--- src/rtl/fetch_queue.sv ---
// Purpose: in-order instruction fetch; issues PC requests to imem and queues returned instrs with their PCs.
// Latency: request accepted in cycle N with 1-cycle memory -> id_valid in N+2; sustains 1 instr/cycle.
// Backpressure: id_ready low fills the queue; when DEPTH entries are reserved, issue and pc_advance stop.
//
// Ports:
//   clk, rst_n                    clock and asynchronous active-low reset
//   pc_address / pc_advance       current PC in; pulse back to next-PC logic when that PC is issued
//   flush                         redirect: empties the queue and discards responses still in flight
//   imem_req_* / imem_rsp_*       request handshake to instruction memory, in-order response stream
//   id_valid/id_instr/id_pc/id_ready  queue head presented to decode
module fetch_queue #(
    parameter int XLEN  = 32,
    parameter int DEPTH = 4
) (
    input  logic            clk,
    input  logic            rst_n,
    input  logic [XLEN-1:0] pc_address,
    output logic            pc_advance,
    input  logic            flush,
    output logic            imem_req_valid,
    output logic [XLEN-1:0] imem_req_addr,
    input  logic            imem_req_ready,
    input  logic            imem_rsp_valid,
    input  logic [XLEN-1:0] imem_rsp_data,
    output logic            id_valid,
    output logic [XLEN-1:0] id_instr,
    output logic [XLEN-1:0] id_pc,
    input  logic            id_ready
);

    localparam int PTR_W = (DEPTH > 1) ? $clog2(DEPTH) : 1;
    localparam int CNT_W = PTR_W + 1;
    localparam logic [CNT_W-1:0] DEPTH_C = CNT_W'(DEPTH);

    // Queue storage. An entry is reserved at issue (pc written) and becomes
    // visible to decode once its instruction has been written (filled).
    logic [XLEN-1:0]  entry_pc    [DEPTH];
    logic [XLEN-1:0]  entry_instr [DEPTH];
    logic [DEPTH-1:0] entry_filled;

    logic [PTR_W-1:0] head;     // oldest entry, presented to decode
    logic [PTR_W-1:0] tail;     // next entry to reserve on issue
    logic [PTR_W-1:0] fill;     // next entry to receive a response
    logic [CNT_W-1:0] count;    // reserved entries
    logic [CNT_W-1:0] outstanding; // requests issued, response not yet seen
    logic [CNT_W-1:0] drop_cnt; // stale responses still to discard after a flush

    logic issue;
    logic pop;
    logic rsp_ok;
    logic rsp_keep;

    // Outputs are forced low while reset is asserted, independent of the clock.
    assign imem_req_valid = rst_n && !flush && (count < DEPTH_C) && (drop_cnt == '0);
    assign imem_req_addr  = rst_n ? pc_address : '0;
    assign issue          = imem_req_valid && imem_req_ready;
    assign pc_advance     = issue;

    assign id_valid = rst_n && !flush && (count != '0) && entry_filled[head];
    assign id_instr = rst_n ? entry_instr[head] : '0;
    assign id_pc    = rst_n ? entry_pc[head]    : '0;
    assign pop      = id_valid && id_ready;

    // A response with nothing outstanding is a protocol violation and is ignored.
    assign rsp_ok   = imem_rsp_valid && (outstanding != '0);
    // Responses still owed to fetches cancelled by a flush are discarded.
    assign rsp_keep = rsp_ok && (drop_cnt == '0) && !flush;

    always_ff @(posedge clk or negedge rst_n) begin
        if (!rst_n) begin
            head         <= '0;
            tail         <= '0;
            fill         <= '0;
            count        <= '0;
            outstanding  <= '0;
            drop_cnt     <= '0;
            entry_filled <= '0;
        end else if (flush) begin
            head         <= '0;
            tail         <= '0;
            fill         <= '0;
            count        <= '0;
            entry_filled <= '0;
            // Everything still in flight (less a response landing this cycle)
            // belongs to the old path and must be dropped when it returns.
            outstanding  <= outstanding - CNT_W'(rsp_ok);
            drop_cnt     <= outstanding - CNT_W'(rsp_ok);
        end else begin
            tail        <= tail + PTR_W'(issue);
            head        <= head + PTR_W'(pop);
            count       <= count + CNT_W'(issue) - CNT_W'(pop);
            outstanding <= outstanding + CNT_W'(issue) - CNT_W'(rsp_ok);
            if (rsp_ok && (drop_cnt != '0)) begin
                drop_cnt <= drop_cnt - CNT_W'(1);
            end
            if (rsp_keep) begin
                fill <= fill + PTR_W'(1);
            end
            // tail never equals fill while a response is pending, so the
            // clear on issue and the set on fill never target the same bit.
            if (issue) begin
                entry_filled[tail] <= 1'b0;
            end
            if (rsp_keep) begin
                entry_filled[fill] <= 1'b1;
            end
        end
    end

    // Payload storage needs no reset; filled gates its visibility.
    always_ff @(posedge clk) begin
        if (issue) begin
            entry_pc[tail] <= pc_address;
        end
        if (rsp_keep) begin
            entry_instr[fill] <= imem_rsp_data;
        end
    end

endmodule

--- config.mk ---
export PLATFORM = sky130hd
export DESIGN_NAME = fetch_queue
export DESIGN_NICKNAME = d
export VERILOG_FILES = /design/src/rtl/fetch_queue.sv
export SDC_FILE = /design/constraint.sdc
export NUM_CORES = 1
export LEC_CHECK = 0
export CORE_AREA = 2 2 153 155
export DETAILED_ROUTE_END_ITERATION = 7
export DIE_AREA = 0 0 155 157
export PLACE_DENSITY = 0.82
export SLEW_MARGIN = 10
export SYNTH_ARGS = -nofsm -noshare
export SYNTH_HDL_FRONTEND = slang
export SYNTH_SLANG_ARGS = --single-unit
--- constraint.sdc ---
create_clock -name clk -period 11.65 [get_ports clk]
set_clock_uncertainty 0.05 [all_clocks]
set_input_delay 2.9125 -clock clk [delete_from_list [all_inputs] [get_ports clk]]
set_output_delay 2.9125 -clock clk [all_outputs]
set_load 0.03 [all_outputs]
==> impl_metrics.env <==
export IMPL_drive_gt1_frac=0.1612
export IMPL_ys_types=43
export IMPL_num_rows=55
export IMPL_io_buffers=168
export IMPL_post_route_min_period_ps=8076
export IMPL_antenna_found_initial=0
export IMPL_detailedPlace_worstSlack_ps=3595
export IMPL_fmax_mhz=123.8
export IMPL_sequentialPowerShare=0.514
export IMPL_crit_required_ps=8690
export IMPL_grt_usage=0.1740
export IMPL_post_cts_setup_buffers=0
export IMPL_htreeDepth=1
export IMPL_cts_buffers_inserted=28
export IMPL_drc=0
export IMPL_crit_start="flush"
export IMPL_crit_fanout=20
export IMPL_syn2layout_area_growth_pct=25.68
export IMPL_synth_seq_cells=275
export IMPL_holdBufCountCts=0
export IMPL_critPathArrivalTime_ps=5110
export IMPL_clkTransAtPathRegs_ps=60
export IMPL_drv_cap=0
export IMPL_power_frac_clock=0.393
export IMPL_power_uw=2168
export IMPL_rr_worst_depth=10
export IMPL_worstMarginPinSlew_ps=1016
export IMPL_start_util=0.4940
export IMPL_vias=5774
export IMPL_syn_inst=569
export IMPL_crit_type="input port to primary output"
export IMPL_core_area_mm2=0.02250
export IMPL_synth_edff_count=256
export IMPL_min_path_type="register to register"
export IMPL_powerDensity_mw_per_mm2=155.1
export IMPL_r2r_start="head[0]"
export IMPL_peakVddDrop_v=0.0001206
export IMPL_p_int_uw=1695
export IMPL_root_buffer="clkbuf_16"
export IMPL_final_common_cell="edfxtp_1"
export IMPL_fill_cells=1607
export IMPL_syn_cell_area_mm2=0.01112
export IMPL_wl_met2_um=10610
export IMPL_p_switching_uw=472.6
export IMPL_hold_violations=0
export IMPL_rsz0062_at_grt="false"
export IMPL_grt_max_degree=119
export IMPL_finish_utilization=0.6209
export IMPL_nets=829
export IMPL_drt_met1_wl_um=8517
export IMPL_fin_ws_ps=3574
export IMPL_cts_resized=0
export IMPL_routedWlPerCell_um=20.21
export IMPL_clk_path_buf_depth=3
export IMPL_regToRegEndpoint="count[2]"
export IMPL_postRouteAntennaNets=0
export IMPL_final_setup_viol_count=0
export IMPL_finalWirelength_um=21180
export IMPL_tritoncts="built"
export IMPL_die_height_um=157
export IMPL_drt_initial_drc_count=309
export IMPL_die_area_mm2=0.02434
export IMPL_drt_vias_per_instance=5.510
export IMPL_grt_pass1_vias=6144
export IMPL_end_kind="primary output"
export IMPL_synth_area_per_cell_um2=19.54
export IMPL_swShare=0.2180
export IMPL_cp_endpoint="pc_advance"
export IMPL_slew_violations=0
export IMPL_yosys_warnings=0
export IMPL_synthesis_nets=653
export IMPL_dieWidth_um=155
export IMPL_fin_setup_tns_ps=0
export IMPL_power_leakage_uw=0.004596
export IMPL_gp_congestion=0.7663
export IMPL_ys_flop_type="edfxtp_1"
export IMPL_crit_path_start_kind="input port"
export IMPL_ios=169
export IMPL_r2r_slack_ps=8150
export IMPL_grt_overflow_total=0
export IMPL_async_reset_ff_frac=0.06909
export IMPL_slew_headroom=0.3224
export IMPL_dpl_hpwl_um=12880
export IMPL_grt_pass1_wl_um=32900
export IMPL_status="finished, final reports clean"
export IMPL_top_layer_used="met4"
export IMPL_antenna_cells=0
export IMPL_drt_first_pass_iters=4
export IMPL_fin_crit_sh=0.6932
export IMPL_met3_length_um=1718
export IMPL_ys_seq_area_frac=0.7343
export IMPL_clock_sinks=275
export IMPL_comb_power_share=0.092
export IMPL_insertion_delay_ps=530
export IMPL_final_cell_mix="edfxtp_1 (256), clkdlybuf4s50_1 (167), and2_1 (97)"
[sequential cells by signal, summed over array words and instances, names as in the netlist]
| signal | count |
|---|---|
| count | 3 |
| drop_cnt | 3 |
| entry_filled | 4 |
| entry_instr | 128 |
| entry_pc | 128 |
| fill | 2 |
| head | 2 |
| outstanding | 3 |
| tail | 2 |
[cell type report]
cell class / instances / area (um2) / area share
multi-input combinational: 250 / 2771 / 0.1984
inverter: 16 / 60.06 / 0.004298
clock buffer: 30 / 708.2 / 0.05068
sequential: 275 / 8170 / 0.5848
tap: 285 / 356.6 / 0.02552
timing repair buffer: 174 / 1724 / 0.1234
clock inverter: 18 / 181.4 / 0.01298
[power groups by stage]
stage | clock [uW] | sequential [uW] | combinational (uW)
floorplan | 0 | 1130 | 110
global placement | 0 | 1130 | 186
detailed placement | 0 | 1140 | 199
CTS | 873 | 1110 | 201
global route | 910 | 1120 | 216
finish | 853 | 1110 | 200
[cells in the mapped netlist, drive strengths merged, types with 8 or more instances]
| cell type | n | area share |
|---|---|---|
| and2 | 100 | 0.056 |
| inv | 15 | 0.0051 |
| dfrtp | 19 | 0.043 |
| mux4 | 65 | 0.13 |
| clkbuf | 16 | 0.0054 |
| ha | 12 | 0.014 |
| nor2 | 8 | 0.0027 |
| edfxtp | 256 | 0.69 |
| buf | 12 | 0.0065 |
[kinds of logic after synthesis]
logic type | count (synthesis) | synth area share
XOR/XNOR | 7 | 0.005515
flip-flops | 275 | 0.7343
AND/OR/NAND/NOR | 140 | 0.07755
buffers and inverters | 44 | 0.01733
adder cells (fa/ha/maj) | 14 | 0.01711
multiplexers | 67 | 0.1337
AO/OA/AOI/OAI | 22 | 0.01452
[through the flow]
step | hold WS [ps] | cells | cell area (um2)
detailed placement | 497.4 | 1000 | 13080
finish | 512.4 | 1048 | 13970
global route | 523.6 | 1048 | 13970
CTS | 512.0 | 1048 | 13970
global placement | 471.5 | 1000 | 13080
floorplan | 451.7 | 569 | 11120
[worst min-delay path by stage]
| stage | slack [ps] | from | end | depth (start not counted) |
|---|---|---|---|---|
| after floorplan | 450 | outstanding[2] | outstanding[2] | 1 |
| after global placement | 470 | entry_filled[2] | entry_filled[2] | 1 |
| after detailed placement | 500 | outstanding[2] | outstanding[2] | 1 |
| after CTS | 510 | outstanding[2] | outstanding[2] | 1 |
| after global routing | 520 | outstanding[2] | outstanding[2] | 1 |
| final | 510 | outstanding[2] | outstanding[2] | 1 |
[routing by layer]
metal / track usage / vias up
met2: 0.3048 / 231
li1: - / 2578
met1: 0.2206 / 2937
met5: 0 / -
met4: 0.04189 / 0
met3: 0.04295 / 28
[worst max-delay path, stage by stage]
cell and delay [ps]:
clkdlybuf4s50_1 760, and4bb_1 490, and3_2 260, clkdlybuf4s50_1 690
Power figures use the tool's default switching activity.
